## src/rtl/fifo_drain_scheduler.sv

```systemverilog
// fifo_drain_scheduler
// Waits for the byte FIFO to accumulate data, then drains it in bursts of up to
// MAX_BURST bytes, handing each byte to the UART transmitter via start/busy.
module fifo_drain_scheduler #(
   parameter int unsigned DATA_W    = 8,
   parameter int unsigned HOLD_CYC  = 1000,
   parameter int unsigned MAX_BURST = 16
) (
   input  logic              clk,
   input  logic              rst,
   input  logic              en,
   input  logic              fifo_empty,
   input  logic              fifo_full,
   input  logic [DATA_W-1:0] fifo_rdata,
   output logic              fifo_pop,
   input  logic              tx_busy,
   output logic              tx_start,
   output logic [DATA_W-1:0] tx_data,
   output logic              busy,
   output logic [15:0]       byte_cnt
);

   localparam int unsigned HOLD_W  = (HOLD_CYC > 1) ? $clog2(HOLD_CYC) : 1;
   localparam int unsigned BURST_W = $clog2(MAX_BURST + 1);

   localparam logic [HOLD_W-1:0]  HOLD_LAST = HOLD_W'(HOLD_CYC - 1);
   localparam logic [BURST_W-1:0] BURST_MAX = BURST_W'(MAX_BURST);

   typedef enum logic [2:0] {
      S_IDLE,
      S_HOLD,
      S_POP,
      S_CAPT,
      S_START,
      S_WAIT_ACK,
      S_WAIT_DONE
   } state_e;

   state_e              state_q, state_d;
   logic [HOLD_W-1:0]   hold_cnt_q, hold_cnt_d;
   logic [BURST_W-1:0]  burst_cnt_q, burst_cnt_d;
   logic [BURST_W-1:0]  burst_inc;
   logic                tx_start_q, tx_start_d;
   logic [DATA_W-1:0]   tx_data_q, tx_data_d;
   logic [15:0]         byte_cnt_q, byte_cnt_d;

   // State and datapath registers with synchronous active-low reset.
   always_ff @(posedge clk) begin
      if (!rst) begin
         state_q     <= S_IDLE;
         hold_cnt_q  <= '0;
         burst_cnt_q <= '0;
         tx_start_q  <= 1'b0;
         tx_data_q   <= '0;
         byte_cnt_q  <= '0;
      end else begin
         state_q     <= state_d;
         hold_cnt_q  <= hold_cnt_d;
         burst_cnt_q <= burst_cnt_d;
         tx_start_q  <= tx_start_d;
         tx_data_q   <= tx_data_d;
         byte_cnt_q  <= byte_cnt_d;
      end
   end

   // Next-state, counter and handshake decode.
   // tx_start is registered: the "transmitter idle" decision is taken on the
   // tx_busy sampled in CAPT (or while stalled in START), so the one-cycle
   // pulse is visible during START without an input-to-output path.
   always_comb begin
      state_d     = state_q;
      hold_cnt_d  = hold_cnt_q;
      burst_cnt_d = burst_cnt_q;
      tx_start_d  = 1'b0;
      tx_data_d   = tx_data_q;
      byte_cnt_d  = byte_cnt_q;
      burst_inc   = burst_cnt_q + BURST_W'(1);

      unique case (state_q)
         S_IDLE: begin
            hold_cnt_d  = '0;
            burst_cnt_d = '0;
            if (en && !fifo_empty) begin
               state_d = S_HOLD;
            end
         end
         S_HOLD: begin
            hold_cnt_d = hold_cnt_q + HOLD_W'(1);
            if (!en) begin
               state_d = S_IDLE;
            end else if (fifo_full) begin
               state_d = S_POP;
            end else if (hold_cnt_q == HOLD_LAST) begin
               state_d = S_POP;
            end
         end
         S_POP: begin
            state_d = S_CAPT;
         end
         S_CAPT: begin
            tx_data_d  = fifo_rdata;
            tx_start_d = !tx_busy;
            state_d    = S_START;
         end
         S_START: begin
            if (tx_start_q) begin
               state_d = S_WAIT_ACK;
            end else begin
               tx_start_d = !tx_busy;
            end
         end
         S_WAIT_ACK: begin
            if (tx_busy) begin
               state_d = S_WAIT_DONE;
            end
         end
         S_WAIT_DONE: begin
            if (!tx_busy) begin
               byte_cnt_d  = byte_cnt_q + 16'd1;
               burst_cnt_d = burst_inc;
               if (burst_inc == BURST_MAX) begin
                  state_d = S_IDLE;
               end else if (!en || fifo_empty) begin
                  state_d = S_IDLE;
               end else begin
                  state_d = S_POP;
               end
            end
         end
         default: begin
            state_d = S_IDLE;
         end
      endcase
   end

   assign fifo_pop = (state_q == S_POP);
   assign tx_start = tx_start_q;
   assign tx_data  = tx_data_q;
   assign busy     = (state_q != S_IDLE);
   assign byte_cnt = byte_cnt_q;

endmodule

```

## config.mk

```make
export PLATFORM = sky130hd
export DESIGN_NAME = fifo_drain_scheduler
export DESIGN_NICKNAME = d
export VERILOG_FILES = /design/src/rtl/fifo_drain_scheduler.sv
export SDC_FILE = /design/constraint.sdc
export NUM_CORES = 1
export LEC_CHECK = 0
export ABC_CLOCK_PERIOD_IN_PS = 1600
export CAP_MARGIN = 30
export CELL_PAD_IN_SITES_DETAIL_PLACEMENT = 0
export CELL_PAD_IN_SITES_GLOBAL_PLACEMENT = 1
export CORE_MARGIN = 2
export CORE_UTILIZATION = 33
export CTS_CLUSTER_DIAMETER = 80
export DETAILED_ROUTE_END_ITERATION = 6
export PLACE_DENSITY_LB_ADDON = 0.1
export REMOVE_ABC_BUFFERS = 1
export SYNTH_ARGS = -nofsm -noshare
export SYNTH_HDL_FRONTEND = slang
export SYNTH_SLANG_ARGS = --single-unit
```

## constraint.sdc

```tcl
create_clock -name clk -period 1.6 [get_ports clk]
set_input_delay 0.32 -clock clk [delete_from_list [all_inputs] [get_ports clk]]
set_output_delay 0.32 -clock clk [all_outputs]
set_load 0.01 [all_outputs]
```

==> results of run 1 <==
==> cell usage after synthesis, drive strengths merged (4+ instances only) <==
| cell | instances | area share, % |
|---|---|---|
| xnor2 | 12 | 5.3 |
| a21oi | 24 | 6.1 |
| inv | 4 | 0.76 |
| or3 | 4 | 1.5 |
| dfxtp | 43 | 43 |
| nand4 | 5 | 1.9 |
| o21ai | 15 | 3.8 |
| nor2 | 34 | 6.4 |
| clkbuf | 7 | 1.3 |
| nor3 | 8 | 2.0 |
| nand3 | 12 | 3.0 |
| nor4 | 4 | 1.3 |
| nand2 | 33 | 6.3 |
==> routing by layer <==
layer / share of wire, % / wire (microns) / global-route usage (%)
met5: 0 / 0 / 0
met4: 0.43 / 21 / 4.58
met3: 3.2 / 158 / 3.74
met2: 48 / 2380 / 26.1
met1: 48 / 2380 / 21.2
==> power by group through the flow <==
| stage | Combinational (mW) | Clock (mW) | Sequential (mW) |
|---|---|---|---|
| final | 0.627 | 1.00 | 1.11 |
| after global routing | 0.691 | 1.07 | 1.12 |
| after CTS | 0.601 | 1.03 | 1.11 |
| after detailed placement | 0.573 | 0 | 1.13 |
| after global placement | 0.577 | 0 | 1.13 |
| after floorplan | 0.215 | 0 | 1.16 |
==> cell type report <==
class	instances	area, sq um	area share (%)
repair buffers	76	702	23.3
multi-input cells	190	1190	39.4
clock inverters	2	60.1	2.00
flip-flops and latches	43	878	29.2
clock buffers	6	72.6	2.41
inverters	4	15.0	0.499
well taps	75	93.8	3.12
==> path summary, 6_finish.rpt <==
check | start | to | slack, ps
min | tx_busy | tx_start | 400
max reg2reg | state_q[1] | hold_cnt_q[9] | -70
max | state_q[1] | hold_cnt_q[9] | -70
min reg2reg | tx_data[5] | tx_data[5] | 460
==> state kept, by name, summed over array words and instances (netlist names) <==
| name | cells |
|---|---|
| burst_cnt_q | 5 |
| byte_cnt | 16 |
| hold_cnt_q | 10 |
| state_q | 3 |
| tx_data | 8 |
| tx_start | 1 |
==> cells in the final DEF (no fill, tap or decap), types with 2 or more instances in the layout <==
| cell type | n |
|---|---|
| nand2_1 | 33 |
| nor2_1 | 31 |
| dfxtp_1 | 31 |
| buf_4 | 31 |
| clkdlybuf4s50_1 | 29 |
| a21oi_1 | 24 |
| nand3_1 | 12 |
| xnor2_1 | 11 |
| dfxtp_2 | 11 |
| o21ai_1 | 8 |
| dlymetal6s2s_1 | 8 |
| o21ai_0 | 7 |
| nor3_4 | 5 |
| clkbuf_8 | 5 |
| nand4_1 | 4 |
| nor4_2 | 4 |
| buf_6 | 4 |
| nor2b_1 | 3 |
| nor3b_1 | 3 |
| o211ai_1 | 3 |
| or3_1 | 3 |
| a311oi_1 | 3 |
| inv_2 | 2 |
| nor2_2 | 2 |
| nand2b_1 | 2 |
| a21boi_0 | 2 |
| nor3_1 | 2 |
| and3_1 | 2 |
| inv_1 | 2 |
| xor2_1 | 2 |
| and2_1 | 2 |
| ha_1 | 2 |
| bufinv_16 | 2 |
==> cell families (layout without fill, tap and decap cells) <==
family	count (synthesis)	in the layout	share of synthesized area, %
compound gates	54	54	15.8
buf+inv	14	88	2.78
flops	43	43	43.5
xor+xnor	14	14	6.19
simple gates	117	117	28.7
fa+ha+maj	3	3	1.90
mux	2	2	1.14
==> critical path: stages (launching register included) <==
cell and delay (ps):
dfxtp_2 330, or3b_4 410, or3_4 430, or3_1 320, a21oi_1 120
==> repair_timing <==
item	in CTS	in global routing
gates resized for setup	28	34
pin swaps	3	18
endpoints found under the setup margin	24	28
buffers inserted	1	4
==> stage by stage <==
stage                     utilization [%]  setup TNS [ps]  hold WS (ps)  total power [mW]
after floorplan                         -           -2480           399              1.38
after global placement               45.6           -6240           443              1.71
after detailed placement             45.6           -6460           448              1.71
after CTS                            49.2            -325           461              2.75
after global routing                 51.4            -824           411              2.88
final                                51.4            -128           400              2.74
==> key figures, run 1 <==
Setup path
  • Setup crit end kind: register
  • Startpoint types: register
  • Req. time, crit path: about 1800 ps
  • Crit path max fanout: 6
  • Crit path DAT: approximately 1900 ps
  • Reg2Reg Depth: 4
  • Crit path kind: register to register

Power
  • Clk pwr share: 36.6%
  • Sequential Power Share: 40.5%
  • Worst vdd rail ir drop: 0.000473 V
  • Leak pwr: approximately 1.3 nW
  • Internal: around 2.1 mW
  • Combinational power share: 22.9%
  • Sw Ratio: 25.1%
  • Psw: 0.689 mW
  • Power per cell area: between 900 and 1000 mW/mm^2

Route
  • Initial DRC count: 43
  • # DRC: 0
  • Via count: 1964
  • Antenna viol nets, final: 0
  • Vias per cell: 4.96
  • Drt pass-1 iters: 4
  • WL final: 4940 microns
  • Wirelength per Cell: 12.5 microns

Yosys
  • Register bit count reported by yosys: 43
  • Mapped Area: 0.00198 sq mm
  • Cell variety after synth: 43
  • Synth Area per Inst: between 8 and 9 sq um
  • Synth async-reset ratio: 0%
  • Post-synth EDFFs: 0
  • Total of warnings raised by yosys: 0
  • Main synth FF type: dfxtp_1
  • Synthesized instance count: 247
  • Sequential area share after synthesis: between 40% and 50%

Job
  • Max Cap Viol: 0

Status
  • Failing checks: setup timing
  • Status: finished with violations

Floorplan
  • Starting Density: 33.8%
  • Die area: 0.00663 sq mm
  • Core ar.: 0.00585 sq mm
  • Io pins: 41
  • Die H: ~80 microns
  • Rows: 28
  • Chip Width: 81.4 microns

Timing
  • Hold Fails Final Rpt: 0
  • Worst Max-Slew Pin Slew: between 500 and 600 ps
  • Post-route clock period utilization: 104%
  • Clock skew: 7.43 ps
  • Max frequency: 599 MHz
  • Slew Viols, Final: 0
  • Setup slack after layout: -68.5 ps
  • RSZ-0062 raised after global routing: true
  • Min Tclk post-route: 1670 ps
  • Setup violators final: 2
  • Rel. slew slack: between 60% and 70%

Finish
  • Finished Cell Area: 0.00301 sq mm
  • Fill cell count: approximately 570
  • Nets: ~340
  • Share of cells above drive strength 1: 24.9%
  • Final Non-Filler Cells: 396
  • N_diodes: 0
  • Area Overhead vs Synth: 52.0%

Clock network
  • CTS Buf Count: 5
  • CTS Hold Bufs: 0
  • Htree depth: 2
  • TritonCTS clock tree: done
  • Clock root buffer: clkbuf_8
  • Worst skew pair latency: 300 ps
  • CTS Buffer Depth: 2
  • Clock Pin Slew Worst Setup and Hold Paths: 80 ps
  • CTS Sinks: 43

Hold path
  • Cell count of the worst hold path: 3
  • Min-Delay Path Class: primary input to register

Global route
  • Vias in the first global route: approximately 1700
  • Total grt overflow: 0
  • Global-route usage over all layers: between 15 and 20%
  • First-pass GRT wire length: 8300 microns
  • Initial antenna violation count: 0
  • Largest net degree at the start of global routing: 19

Placed design
  • Placed Cells: around 380
  • Placer congestion estimate: 0.779
  • Placed cell area: 0.00267 sq mm
  • DP Worst Slack: -441 ps
  • HPWL Detailed: ~3500 microns
  • Port Buffers: 40
(Power assumes the default switching activity.)
==> run 2, diff against run 1 <==
Settings changed: ABC_CLOCK_PERIOD_IN_PS 1600 to unset, CAP_MARGIN 30 to unset.
==> results of run 2 <==
No change in the layout: final DEF, timing and power equal those of run 1.
==> run 3, diff against run 2 <==
Settings changed: CELL_PAD_IN_SITES_DETAIL_PLACEMENT 0 to 2, CELL_PAD_IN_SITES_GLOBAL_PLACEMENT 1 to 2, CORE_UTILIZATION 33 to 31, GPL_TIMING_DRIVEN set to 0.
Clock period 1.6 ns to 2.2 ns, I/O delays scaled along.
==> run 3 against run 2 <==
The flow now finishes without violations. Critical path type is now register to primary output. Sequential share of layout area is 3.8 points higher. Clock power is 42% lower. Worst setup slack better by 160 ps. Highest routed layer unchanged.
==> key figures, run 3 (synthesis results as in run 1) <==
Finish
  • Final Non-Filler Cells: 367 (-7.3%)
  • Max reg flops: 16 (unchanged)
  • Area Overhead vs Synth: 33.3%
  • Nets: 306 (-9.2%)
  • Share of cells above drive strength 1: 9.31% (-16 points)
  • Most frequent cells in the layout: dfxtp_1 (40), clkdlybuf4s50_1 (40), nand2_1 (33), nor2_1 (33), a21oi_1 (24)
  • N_diodes: 0 (unchanged)

Timing
  • Rel. slew slack: 50.2% (-12 points)
  • Max frequency: 475 MHz
  • Worst Max-Slew Pin Slew: 745 ps (+184 ps)
  • Slew Viols, Final: 0 (unchanged)
  • Min Tclk post-route: 2110 ps
  • Setup violators final: 0 (-2)
  • Clock skew: 6.82 ps (-0.619 ps)
  • Hold_ws: 459 ps (+59.2 ps)
  • Hold Fails Final Rpt: 0 (unchanged)
  • Post-route clock period utilization: between 90% and 100%
  • Setup slack after layout: 93.7 ps (+162 ps)

Global route
  • Largest net degree at the start of global routing: 40 (+21)
  • Vias in the first global route: 2010 (+16%)
  • Total grt overflow: 0 (unchanged)
  • First-pass GRT wire length: 9890 microns (+19%)
  • Met1 Usage GRT: 22.1% (+0.82 points)
  • Initial antenna violation count: 0 (unchanged)
  • Met3 usage: 3.86% (+0.12 points)
  • Global route hottest layer: met2
  • Global-route usage over all layers: 17.3% (+1.3 points)
  • Global Route met2 Usage: 29.6% (+3.5 points)

Clock network
  • Clock root buffer: clkbuf_8
  • CTS Buf Count: 5 (unchanged)
  • Worst skew pair latency: 300 ps (about the same)
  • CTS Buffer Depth: 2 (unchanged)
  • Clock Pin Slew Worst Setup and Hold Paths: 80 ps (about the same)
  • CTS Sinks: 43 (unchanged)
  • CTS Hold Bufs: 0 (unchanged)
  • Htree depth: 2 (unchanged)
  • TritonCTS clock tree: done

Route
  • # DRC: 0 (unchanged)
  • Via count: 1929 (-1.8%)
  • Antenna viol nets, final: 0 (unchanged)
  • WL final: 5910 microns (+20%)
  • Wirelength per Cell: 16.1 microns (+29%)
  • Initial DRC count: 46 (+7.0%)
  • Vias per cell: 5.26 (+6.0%)
  • Drt pass-1 iters: 4 (unchanged)

Floorplan
  • Chip Width: 83.9 microns (+3.0%)
  • Die area: 0.00704 sq mm (+6.1%)
  • Rows: 29 (+3.6%)
  • Starting Density: 31.5% (-2.3 points)
  • Core ar.: 0.00628 sq mm (+7.3%)
  • Io pins: 41 (unchanged)
  • Die H: 83.9 microns (+3.0%)

Power
  • Leak pwr: 0.841 nW (-33%)
  • Power per cell area: 658 mW/mm^2 (-28%)
  • Worst vdd rail ir drop: 0.000284 V (-40%)

Placed design
  • Placer congestion estimate: 0.706 (-9.4%)
  • DP Worst Slack: -522 ps (-81.0 ps)
  • Port Buffers: 40 (unchanged)
  • HPWL Detailed: 3920 microns (+11%)
  • Placed Cells: 354 (-7.6%)

Status
  • Status: complete, no violations

Hold path
  • Hold Startpoint: tx_data[2]
  • Min-Delay Path Class: register to register

Setup path
  • Crit path kind: register to primary output
  • Req. time, crit path: 1760 ps (-70 ps)
  • Crit path DAT: 1670 ps (-230 ps)
  • Worst Setup SP: state_q[0]
  • Startpoint types: register
  • Reg2reg start: state_q[0]
  • Crit path max fanout: 15 (+9)
  • Setup crit end kind: primary output

Job
  • Max Cap Viol: 0 (unchanged)
run 3: cell count changes in the layout (fill, tap and decap cells not counted), moves of 4 or more:
cell,previous run,this run
buf_4,31,4
buf_6,4,0
clkdlybuf4s50_1,29,40
dfxtp_1,31,40
dfxtp_2,11,1
dlymetal6s2s_1,8,0
nor3_1,2,7
nor3_4,5,0
run 3: cell type report:
cell class / instances / area, sq um
Fill cell: 732 / 3640
Multi-Input combinational cell: 191 / 1120
Sequential cell: 43 / 870
Timing Repair Buffer: 44 / 430
Clock buffer: 7 / 96.3
Tap cell: 77 / 96.3
Inverter: 4 / 18.8
Clock inverter: 1 / 7.51
run 3: power by group:
group / internal, mW / leakage (nW) / switching (mW)
clock: 0.286 / 0.0505 / 0.289
combinational: 0.140 / 0.442 / 0.163
sequential: 0.802 / 0.349 / 0.0538
run 3: per-layer routing:
metal	share of wire, %	wire (microns)
met5	0	0
met2	49	2870
met3	2.6	154
met4	0.69	41
met1	48	2850
run 3: final timing paths:
check	endpoint	cells after the start	slack, ps
worst min register to register	tx_data[2]	2	460
worst max register to register	state_q[0]	5	180
worst max-delay path	fifo_pop	4	90
worst min-delay path	tx_data[2]	2	460
run 3: timing repair:
item                       in CTS  in global routing
pin swaps                       0                  1
gates resized for setup         9                  6
gates cloned                    0                  1
setup buffers                   0                  4
setup endpoints to repair      12                 11
hold endpoints to repair        0                  0
run 3: per-stage QoR:
step	utilization [%]	power, mW	setup TNS (ps)	area (sq um)
6_report	42.0	1.74	0	2640
5_1_grt	42.0	1.82	-8.03	2640
4_1_cts	40.8	1.72	-75.7	2560
3_5_place_dp	38.8	1.13	-4510	2440
3_3_place_gp	38.8	1.12	-4130	2440
2_1_floorplan	-	1.00	0	1940
run 3: critical path: stages (launching register included):
cell             delay, ps
dfxtp_4                460
clkinvlp_4             180
nand2_1                180
nor2_1                  60
clkdlybuf4s50_1        500
